$ cat src/rtl/line_arbiter.sv
// Shared cache-line arbiter: N caches request line reads/writes, one
// transaction at a time is forwarded to the downstream line adaptor.
module line_arbiter #(
   parameter int NUM_PORTS  = 2,
   parameter int LINE_WIDTH = 256,
   parameter int ADDR_WIDTH = 32,
   parameter int RR_MODE    = 1
) (
   input  logic                             clk,
   input  logic                             rst,
   input  logic [NUM_PORTS-1:0]             req_read_i,
   input  logic [NUM_PORTS-1:0]             req_write_i,
   input  logic [NUM_PORTS*ADDR_WIDTH-1:0]  req_addr_i,
   input  logic [NUM_PORTS*LINE_WIDTH-1:0]  req_wdata_i,
   output logic [LINE_WIDTH-1:0]            req_rdata_o,
   output logic [NUM_PORTS-1:0]             req_resp_o,
   output logic                             mem_read_o,
   output logic                             mem_write_o,
   output logic [ADDR_WIDTH-1:0]            mem_addr_o,
   output logic [LINE_WIDTH-1:0]            mem_wdata_o,
   input  logic [LINE_WIDTH-1:0]            mem_rdata_i,
   input  logic                             mem_resp_i,
   output logic [$clog2(NUM_PORTS)-1:0]     grant_o,
   output logic                             busy_o
);

   localparam int GW = $clog2(NUM_PORTS);

   typedef enum logic [1:0] {
      IDLE  = 2'd0,
      ISSUE = 2'd1,
      RESP  = 2'd2
   } state_t;

   state_t                state;
   state_t                state_nxt;
   logic [GW-1:0]         grant;
   logic [GW-1:0]         last;
   logic [ADDR_WIDTH-1:0] addr;
   logic [LINE_WIDTH-1:0] wdata;
   logic [LINE_WIDTH-1:0] rdata;
   logic                  op_write;

   logic [NUM_PORTS-1:0]  req;
   logic                  found;
   logic [GW-1:0]         winner;
   logic [GW-1:0]         idx;

   // Search order starts just after the last winner in RR mode,
   // at port 0 in fixed mode.
   always_comb begin
      req    = req_read_i | req_write_i;
      found  = 1'b0;
      winner = '0;
      idx    = '0;
      for (int i = 0; i < NUM_PORTS; i++) begin
         if (RR_MODE != 0)
            idx = GW'((int'(last) + 1 + i) % NUM_PORTS);
         else
            idx = GW'(i);
         if (!found && req[idx]) begin
            found  = 1'b1;
            winner = idx;
         end
      end
   end

   always_comb begin
      state_nxt = state;
      unique case (state)
         IDLE:    if (found) state_nxt = ISSUE;
         ISSUE:   if (mem_resp_i) state_nxt = RESP;
         RESP:    state_nxt = IDLE;
         default: state_nxt = IDLE;
      endcase
   end

   always_ff @(posedge clk or posedge rst) begin
      if (rst) begin
         state    <= IDLE;
         grant    <= '0;
         last     <= GW'(NUM_PORTS - 1);
         addr     <= '0;
         wdata    <= '0;
         rdata    <= '0;
         op_write <= 1'b0;
      end else begin
         state <= state_nxt;
         if (state == IDLE && found) begin
            grant    <= winner;
            last     <= winner;
            addr     <= req_addr_i[winner*ADDR_WIDTH +: ADDR_WIDTH];
            wdata    <= req_wdata_i[winner*LINE_WIDTH +: LINE_WIDTH];
            // a simultaneous read on the same port is dropped
            op_write <= req_write_i[winner];
         end
         if (state == ISSUE && mem_resp_i)
            rdata <= mem_rdata_i;
      end
   end

   always_comb begin
      mem_read_o  = 1'b0;
      mem_write_o = 1'b0;
      mem_addr_o  = '0;
      mem_wdata_o = '0;
      req_resp_o  = '0;
      if (state == ISSUE) begin
         mem_read_o  = !op_write;
         mem_write_o = op_write;
         mem_addr_o  = addr;
         mem_wdata_o = wdata;
      end
      if (state == RESP)
         req_resp_o[grant] = 1'b1;
   end

   assign req_rdata_o = rdata;
   assign grant_o     = grant;
   assign busy_o      = (state != IDLE);

endmodule

$ cat config.mk
export PLATFORM = sky130hd
export DESIGN_NAME = line_arbiter
export DESIGN_NICKNAME = d
export VERILOG_FILES = /design/src/rtl/line_arbiter.sv
export SDC_FILE = /design/constraint.sdc
export NUM_CORES = 1
export LEC_CHECK = 0
export CAP_MARGIN = 20
export CORE_AREA = 4 4 544 546
export DETAILED_ROUTE_END_ITERATION = 16
export DIE_AREA = 0 0 548 550
export MAX_ROUTING_LAYER = met4
export SYNTH_ARGS = -nofsm -noshare
export SYNTH_HDL_FRONTEND = slang
export SYNTH_SLANG_ARGS = --single-unit
$ cat constraint.sdc
create_clock -name clk -period 19.5 [get_ports clk]
set_clock_uncertainty 0.1 [all_clocks]
set_input_delay 3.9 -clock clk [delete_from_list [all_inputs] [get_ports clk]]
set_output_delay 3.9 -clock clk [all_outputs]
set_load 0.01 [all_outputs]
== Word-level counts from Yosys, hierarchy flattened ==
Index checks and enable logic that the tools add are counted.

* Add/sub/neg operators: 2
* Order comparisons: 5
* Equality and inequality tests: 4
* Shifts and indexed selects: 2
* Multiplexer cells: 20
* Bitwise operators: 1
* Reduce and logical (&&, ||, !) cells: 9

{| class="wikitable"
|+ Operator list
! kind !! count
|-
| 512-bit by 10-bit indexed part select with 256-bit output || 1
|-
| 256-bit 2-to-1 mux || 1
|-
| 64-bit by 7-bit indexed part select with 32-bit output || 1
|-
| 32-bit 2-to-1 mux || 1
|-
| 1-bit 2-to-1 mux || 13
|-
| 1-bit by 2-bit < comparator with 1-bit output, second input constant || 4
|-
| 2-bit 2-to-1 mux || 3
|-
| 1-bit logical AND || 4
|-
| 2-bit inequality test, second input constant || 2
|-
| 2-bit case mux with 2 select lines || 1
|-
| 1-bit adder, second input constant || 2
|-
| 2-bit by 1-bit == test with 1-bit output, second input constant || 1
|-
| 2-bit == test, second input constant || 1
|-
| 1-bit zero test || 2
|-
| 2-bit zero test || 1
|-
| 2-bit bitwise OR || 1
|-
| 2-bit AND reduction || 1
|-
| 2-bit nonzero test || 1
|-
| 1-bit demux with 1-bit select || 1
|-
| 1-bit greater-or-equal comparator, second input constant || 1
|}

* Register bits after elaboration: 549
* Bits of input ports: 839
* Output and inout bits: 550

== Longest topological paths before layout ==
Gate-level depths: netlist of the first run.

* Depth after elaboration: 9
* Gate-level depth with buffers: 6
* Mapped depth without buffers: 4

== Worst setup path before layout of the first run ==
Ideal clock, no wire load.

* Path kind: register to output
* From: register state[0]
* To: output port mem_addr_o[0]
* Arrival: 1.349 ns
* Data required time: 15.500 ns
* Path slack: 14.151 ns
* Stages on the path, launching flop included: 6
* Path through: dfrtp_1 nor2b_1 buf_2 clkbuf_1 clkbuf_1 and2_1

* Cells in the longest elaborated chain, start to end: 2

{| class="wikitable"
|+ Ends and longest elaborated chain
! item !! line !! source
|-
| from (decl) || 35 || <nowiki>state_t state;</nowiki>
|-
| from (signal assigned) || 88 || <nowiki>state <= state_nxt;</nowiki>
|-
| 2-bit by 1-bit == test with 1-bit output || 108 || <nowiki>if (state == ISSUE) begin</nowiki>
|-
| 32-bit 2-to-1 mux || 108 ||
|-
| to (decl) || 19 || <nowiki>output logic [ADDR_WIDTH-1:0] mem_addr_o,</nowiki>
|}

Every way passes these cells.

== Final worst setup path of the first run ==
* From: register state[0]
* To: output port mem_wdata_o[172]

* Cells in the longest elaborated chain, start to end: 2

{| class="wikitable"
|+ Ends and longest elaborated chain
! item !! line !! source
|-
| 2-bit by 1-bit == test with 1-bit output || 108 ||
|-
| 256-bit 2-to-1 mux || 108 ||
|-
| to (decl) || 20 || <nowiki>output logic [LINE_WIDTH-1:0] mem_wdata_o,</nowiki>
|}

Every way passes these cells.

==> metrics.cfg, run 1 <==
[worst_setup_path]
critPathCaptureType = output pin
cp_max_fo = 85
critPathRequiredTime_ps = 15500
cp_slowest_cell = buf_4
path_cells = nor2b_4, buf_4, buf_4, and2_1, clkdlybuf4s50_1
r2r_slack_ps = 14870
cp-start-kind = flop
cpPeakStageDelay_ps = 720
crit_arrival_ps = 4380
crit_type = flop to output pin
crit_top_cell = buf_4

[clock_network]
cts_hold_buf = 0
cts.clk_slew.worst_paths_ps = 50
clock_latency_ps = 760
cts_buffers = 79
clock_path_buffers = 4
cts_sinks = 549
cts_resized = 0
cts_root_buf = clkbuf_16
cts_tree = done
h-tree-depth = 3
post_cts_buffers = 0

[timing]
fmax_ghz = 0.119
tns_ps = 0
rsz0062_at_grt = no
relSlewSlack = 0.315
whs_ps = 402
setup_violations = 0
finalHoldViolations = 0
drv_slew = 0
worst_pin_slew_ps = 1030
fin_crit_ps = 8380
period_share = 0.430

[placed_design]
place.gp.congestion = 0.937
port_buffers = 1388
placed_cells = 7605
hpwlAfterDp_mm = 174

[layout]
drive_above_1_share = 0.113
finish.utilization = 0.161
final_common_cell = clkdlybuf4s50_1
layoutNonFillerInstCount = 7843
nNetsFinal = 4626
final_cell_mix = clkdlybuf4s50_1 (1388), dfrtp_1 (548), o21ai_0 (290)
areaGrowthSynthToFinish_pct = 79.8

[floorplanning]
initial_core_util = 0.0895
die_area_mm2 = 0.301
die-height_um = 550
die_x_um = 548
rows = 198
io_pins = 1389
core_mm2 = 0.291

[run_status]
status = finished, final reports clean

[synthesis]
syn-cell-area_mm2 = 0.0260
synth_seq_cells = 549
synth-seq-area-share = 0.528
synth_nets = 3393
synth_flop_cell = dfrtp_1
ys_types = 28
yosysWarnings = 0
synth_cells = 2554
postSynthAreaPerCell_um2 = 10.2
synthArstFlopShare = 1.00
synth_edf_count = 0

[pwr]
ir_drop_uv = 80.6
finalPower_uw = 7580
total_leakage_power_uw = 0.0167
power_density_mw_per_mm2 = 162

[global_route]
overflow = 0
antenna_found_initial = 188
grt_pass1_wl_mm = 270
first_global_vias = 28200
grt_max_degree = 129
grt_use_total = 0.136

[routing]
detail-route-antenna-nets = 0
num_vias = 27800
firstDrtPassIters = 6
vias_per_cell = 3.54
drt_iter0_drc = 1971
wl_per_cell_um = 26.8
drcViolationCount = 0
routed_wl_mm = 211

[min_path]
min_path_type = flop to flop

[run]
cap_violations = 0

## layout make-up
type | instances | area [µm²]
fillers | 32500 | 244000
repair buffers | 1434 | 14400
flip-flops and latches | 549 | 13700
multi-input cells | 1721 | 11000
well taps | 3900 | 4880
clock buffers | 110 | 2270
diodes | 103 | 258
clock inverters | 24 | 245
inverters | 2 | 15.0
## cells by family (layout without fill, tap and decap cells)
logic type / count (synthesis) / count (layout) / synth area share
muxes: 256 / 256 / 0.111
DFF: 549 / 549 / 0.528
and+or+nand+nor: 593 / 593 / 0.129
AOI/OAI and AO/OA: 872 / 872 / 0.182
other: 0 / 103 / 0
buffers and inverters: 284 / 1570 / 0.0506
## per-stage QoR
stage	instance area (µm²)	worst slack, ps
floorplan	26000	153
global placement	43900	11590
detailed placement	44000	11660
CTS	46500	11000
global route	46800	10850
finish	46800	11120
## cells in the mapped netlist (all sizes together), types with 5 or more instances
master,instances,share of area
clkbuf,159,0.023
o21ai,291,0.056
mux2,256,0.11
dfrtp,548,0.53
nor2,5,0.00082
nand3,288,0.055
a21oi,289,0.056
and2,290,0.070
a31oi,288,0.069
buf,123,0.027
## power by group
part,internal [µW],switching [µW]
logic,1870,2050
clock network,852,600
registers,1730,474
total,4460,3120
## layer usage
| metal | up-vias | routed length, µm | GRT usage |
|---|---|---|---|
| met3 | 349 | 23400 | 0.0624 |
| met2 | 1808 | 98600 | 0.219 |
| met1 | 13700 | 77600 | 0.142 |
| met4 | 0 | 10900 | 0.0646 |
| li1 | 11900 | - | - |
| met5 | - | 0 | - |
## critical path: cells and delay by family, from the launching register on
kind	cells	cell delay, ps
buffers and inverters	3	1960
flip-flops	1	450
AND/OR/NAND/NOR	2	970
## flip-flops by register name (all words and copies together) (netlist names)
register     cells
last             1
addr            32
wdata          256
req_rdata_o    256
grant_o          1
op_write         1
state            2
## path summary, 6_finish.rpt
| check | from | endpoint | cells past startpoint |
|---|---|---|---|
| max | state[0] | mem_wdata_o[172] | 5 |
| min | req_rdata_o[170] | req_rdata_o[170] | 1 |
| max reg2reg | state[0] | req_rdata_o[127] | 6 |
| min reg2reg | req_rdata_o[170] | req_rdata_o[170] | 1 |
| max in group asynchronous | rst | wdata[228] | 5 |
| min in group asynchronous | rst | req_rdata_o[186] | 2 |
Note: power is estimated with default switching activity, not from simulation.
==> run 2: changes to the inputs <==
- clock period: 19.5 -> 8.7 ns (I/O delays scaled with it)
==> run 2 against run 1 <==
Global-route usage rose by 0.32 points; final cell count fell by 0.11%; non-clock buffer count fell by 8; sequential share of layout area fell by 0.092 points; routed wire length rose by 2.1%; hold slack improved by 1.1 ps; critical path depth did not move; sequential power rose by 130%; setup slack got worse by 8200 ps; total power rose by 130%; core utilization rose by 0.050 points.
==> metrics.cfg, run 2 (same netlist as run 1, synthesis figures left out) <==
[run_status]
status = finished, final reports clean

[worst_setup_path]
crit_type = flop to output pin
r2r_end = wdata[76]
cp_max_fo = 66  ; -22%
critPathRequiredTime_ps = 6860  ; -8640 ps
startpoint = state[0]
reg2reg_from = state[1]
crit_arrival_ps = 3960  ; -420 ps
cp-start-kind = flop
r2r_slack_ps = 4860  ; -10010 ps
reg2regPathDepth = 7  ; +1
critPathCaptureType = output pin

[clock_network]
clock_latency_ps = 810  ; +50 ps
h-tree-depth = 3  ; unchanged
clock_path_buffers = 4  ; unchanged
cts_root_buf = clkbuf_16
cts_tree = done
post_cts_buffers = 0  ; unchanged
cts.clk_slew.worst_paths_ps = 60  ; about the same
cts_sinks = 549  ; unchanged
cts_hold_buf = 0  ; unchanged
cts_buffers = 82  ; +3.8%
cts_resized = 0  ; unchanged

[min_path]
hold_path_depth = 1  ; unchanged
hold_start = req_rdata_o[248]
holdPathEnd = req_rdata_o[248]
min_path_type = flop to flop

[layout]
areaGrowthSynthToFinish_pct = 80.4
nNetsFinal = 4621  ; -0.11%
fin_area_mm2 = 0.0469  ; +0.31%
final_common_cell = clkdlybuf4s50_1
drive_above_1_share = 0.112  ; -0.00101
final_cell_mix = clkdlybuf4s50_1 (1388), dfrtp_1 (548), o21ai_0 (290)

[global_route]
first_global_vias = 27900  ; -1.1%
grt_use_total = 0.139  ; +0.00320
grt_max_degree = 161  ; +25%
grt_pass1_wl_mm = 275  ; +1.6%
antenna_found_initial = 165  ; -12%
overflow = 0  ; unchanged

[pwr]
power_density_mw_per_mm2 = 371  ; +130%
total_leakage_power_uw = 0.0167  ; +0.29%
ir_drop_uv = 212  ; +160%
finalPower_uw = 17400  ; +130%

[placed_design]
port_buffers = 1388  ; unchanged
place.gp.congestion = 0.952  ; +1.6%
hpwlAfterDp_mm = 176  ; +1.4%
placed_cell_area_mm2 = 0.0440  ; about the same

[timing]
worst_pin_slew_ps = 1070  ; +45.6 ps
fmax_ghz = 0.172
finalHoldViolations = 0  ; unchanged
drv_slew = 0  ; unchanged
relSlewSlack = 0.285  ; -0.0304
setup_violations = 0  ; unchanged
whs_ps = 403  ; +1.12 ps
period_share = 0.667
fin_crit_ps = 5800
rsz0062_at_grt = no

[run]
cap_violations = 0  ; unchanged

[floorplanning]
die_x_um = 548  ; unchanged
die-height_um = 550  ; unchanged
core_mm2 = 0.291  ; unchanged
io_pins = 1389  ; unchanged
rows = 198  ; unchanged
initial_core_util = 0.0895  ; unchanged
die_area_mm2 = 0.301  ; unchanged

[routing]
drt_iter0_drc = 2191  ; +11%
routed_wl_mm = 215  ; +2.1%
drcViolationCount = 0  ; unchanged
firstDrtPassIters = 5  ; -1
wl_per_cell_um = 27.4  ; +2.2%
detail-route-antenna-nets = 0  ; unchanged
num_vias = 27600  ; -0.43%
vias_per_cell = 3.53  ; -0.32%

==> run 2: cell type report <==
| class | instances | area (µm²) |
|---|---|---|
| antenna | 104 | 260 |
| clock buffer | 109 | 2360 |
| clock inverter | 23 | 314 |
| fill | 32400 | 244000 |
| inverter | 2 | 11.3 |
| multi-input combinational | 1721 | 11000 |
| sequential | 549 | 13700 |
| tap | 3900 | 4880 |
| timing repair buffer | 1426 | 14400 |
==> run 2: how the worst max path moves through the flow <==
stage / endpoint / cells past startpoint
global route: mem_wdata_o[28] / 5
finish: mem_wdata_o[28] / 5
floorplan: addr[0] / 1
CTS: mem_wdata_o[28] / 5
detailed placement: wdata[53] / 6
global placement: mem_wdata_o[28] / 5
==> run 2: metal layers <==
metal | global-route usage | up-vias | part of all wire
li1 | - | 11900 | -
met1 | 0.144 | 13800 | 0.36
met2 | 0.226 | 1686 | 0.46
met3 | 0.0754 | 309 | 0.14
met4 | 0.0459 | 0 | 0.042
met5 | - | - | 0
==> run 2: worst max-delay path, stage by stage (launching register included) <==
cell	delay (ps)
dfrtp_1	450
nor2b_4	740
buf_12	360
buf_4	510
and2_1	210
clkdlybuf4s50_1	630
==> run 2: metrics by stage <==
step | setup WS (ps) | setup TNS [ps] | cells | utilization
after CTS | 2810 | 0 | 7730 | 0.161
after detailed placement | 3740 | 0 | 7598 | 0.151
final | 2900 | 0 | 7834 | 0.162
after floorplan | -609 | -333760 | 2554 | -
after global routing | 2700 | 0 | 7818 | 0.161
after global placement | 3830 | 0 | 7598 | 0.151
==> run 2: power by group <==
part / total [µW] / switching, µW / leakage [µW] / internal, µW
logic: 8800 / 4610 / 0.00910 / 4200
clock network: 3440 / 1380 / 0.00130 / 2060
registers: 5170 / 1280 / 0.00630 / 3880
==> run 3: changes to the inputs <==
- clock period: 8.7 -> 5.45 ns (I/O delays scaled with it)
==> run 3 against run 2 <==
Core utilization rose by 0.16 points; combinational power up 65%; highest routed layer unchanged; sequential power rose by 53%; critical path type unchanged; largest power group unchanged; sequential share of layout area down 0.29 points; sequential cell count unchanged; routed wire length decreased by 0.65%; first-iteration DRC count fell by 5.1%.
==> metrics.cfg, run 3 (same netlist as run 1, synthesis figures left out) <==
[run_status]
status = finished, final reports clean

[clock_network]
post_cts_buffers = 0  ; unchanged
cts_hold_buf = 0  ; unchanged
h-tree-depth = 3  ; unchanged
cts.clk_slew.worst_paths_ps = 60  ; about the same
cts_tree = done
cts_resized = 0  ; unchanged
clock_latency_ps = 780  ; -30 ps
cts_sinks = 549  ; unchanged
cts_root_buf = clkbuf_16
clock_path_buffers = 4  ; unchanged
cts_buffers = 81  ; -1.2%

[floorplanning]
die-height_um = 550  ; unchanged
rows = 198  ; unchanged
initial_core_util = 0.0895  ; unchanged
io_pins = 1389  ; unchanged
die_area_mm2 = 0.301  ; unchanged
core_mm2 = 0.291  ; unchanged
die_x_um = 548  ; unchanged

[pwr]
pwr-share-comb = 0.522  ; +0.016
seq_power_share = 0.285  ; -0.012
switching_share = 0.415  ; -0.00225
internal-power_uw = 16300  ; +60%
total_leakage_power_uw = 0.0170  ; +1.5%
clkPwrFrac = 0.193  ; -0.005
p_switching_uw = 11500  ; +59%
power_density_mw_per_mm2 = 586  ; +58%
finalPower_uw = 27800  ; +60%
ir_drop_uv = 345  ; +62%

[worst_setup_path]
critPathRequiredTime_ps = 4260  ; -2600 ps
cp-start-kind = flop
critPathCaptureType = output pin
crit_arrival_ps = 3230  ; -730 ps
cp_max_fo = 134  ; +100%
crit_type = flop to output pin

[placed_design]
hpwlAfterDp_mm = 177  ; +0.68%
place.gp.congestion = 0.964  ; +1.3%
port_buffers = 1388  ; unchanged
dp_slack_ps = 1810  ; -1930 ps

[routing]
drcViolationCount = 0  ; unchanged
num_vias = 27500  ; -0.67%
vias_per_cell = 3.48  ; -1.4%
firstDrtPassIters = 6  ; +1
wl_per_cell_um = 27.1  ; -1.4%
routed_wl_mm = 214  ; -0.65%
drt_iter0_drc = 2079  ; -5.1%
detail-route-antenna-nets = 0  ; unchanged

[layout]
finish.utilization = 0.163  ; +0.00159
final_common_cell = clkdlybuf4s50_1
final_cell_mix = clkdlybuf4s50_1 (1384), dfrtp_1 (548), o21ai_0 (290)
nNetsFinal = 4658  ; +0.80%
areaGrowthSynthToFinish_pct = 82.2
drive_above_1_share = 0.122  ; +0.0101

[timing]
period_share = 0.812
rsz0062_at_grt = no
worst_pin_slew_ps = 1130  ; +53.4 ps
relSlewSlack = 0.249  ; -0.0356
worst_slack_ps = 1030  ; -1870 ps
drv_slew = 0  ; unchanged
fmax_ghz = 0.226
setup_violations = 0  ; unchanged
finalHoldViolations = 0  ; unchanged
fin_crit_ps = 4420

[min_path]
min_path_type = flop to flop

[run]
cap_violations = 0  ; unchanged

[global_route]
grt_pass1_wl_mm = 273  ; -0.58%
first_global_vias = 28200  ; +1.3%
antenna_found_initial = 180  ; +9.1%
grt_max_degree = 177  ; +9.9%
grt_use_total = 0.138  ; -0.00104
overflow = 0  ; unchanged

-- run 3: area by class of cell --
type | instances | area [µm²]
Clock inverter | 32 | 375
Inverter | 2 | 11.3
Clock buffer | 106 | 2240
Antenna cell | 117 | 293
Fill cell | 32400 | 243000
Timing Repair Buffer | 1464 | 14800
Multi-Input combinational cell | 1721 | 11000
Sequential cell | 549 | 13700
Tap cell | 3900 | 4880
-- run 3: routing by layer --
| layer | wire length [µm] | vias to the layer above | track usage | part of all wire |
|---|---|---|---|---|
| li1 | - | 12000 | - | - |
| met1 | 73600 | 13500 | 0.138 | 0.34 |
| met2 | 100000 | 1675 | 0.225 | 0.47 |
| met3 | 31000 | 313 | 0.0789 | 0.15 |
| met4 | 8720 | 0 | 0.0491 | 0.041 |
| met5 | 0 | - | - | 0 |
-- run 3: worst paths after layout --
path                                        from               end  slack, ps  cells past startpoint
worst max-delay path                    state[0]   mem_wdata_o[56]       1030                      5
worst min-delay path            req_rdata_o[100]  req_rdata_o[100]        400                      1
worst max register to register          state[0]  req_rdata_o[108]       2290                      5
worst min register to register  req_rdata_o[100]  req_rdata_o[100]        400                      1
max in group asynchronous                    rst        wdata[183]       3240                      4
min in group asynchronous                    rst   req_rdata_o[56]        750                      2
-- run 3: power by group through the flow --
stage	logic, µW	registers, µW	clock network [µW]
floorplan	5780	7560	0
global placement	14700	7940	0
detailed placement	14800	8010	0
CTS	14900	7970	5620
global route	15500	8170	5730
finish	14500	7910	5360
-- run 3: metrics by stage --
step                hold WS [ps]  cell area [µm²]   TNS, ps  instances
floorplan                    393            26000  -1759670       2554
global placement             388            44500         0       7635
detailed placement           394            44500         0       7636
CTS                          407            47100         0       7774
global route                 412            47400         0       7880
finish                       402            47400         0       7891
-- run 3: worst max-delay path, cell delays in order (launching register included) --
cell and delay (ps):
dfrtp_1 450, nor2b_4 410, buf_12 310, buf_4 270, and2_1 140, clkdlybuf4s50_1 660
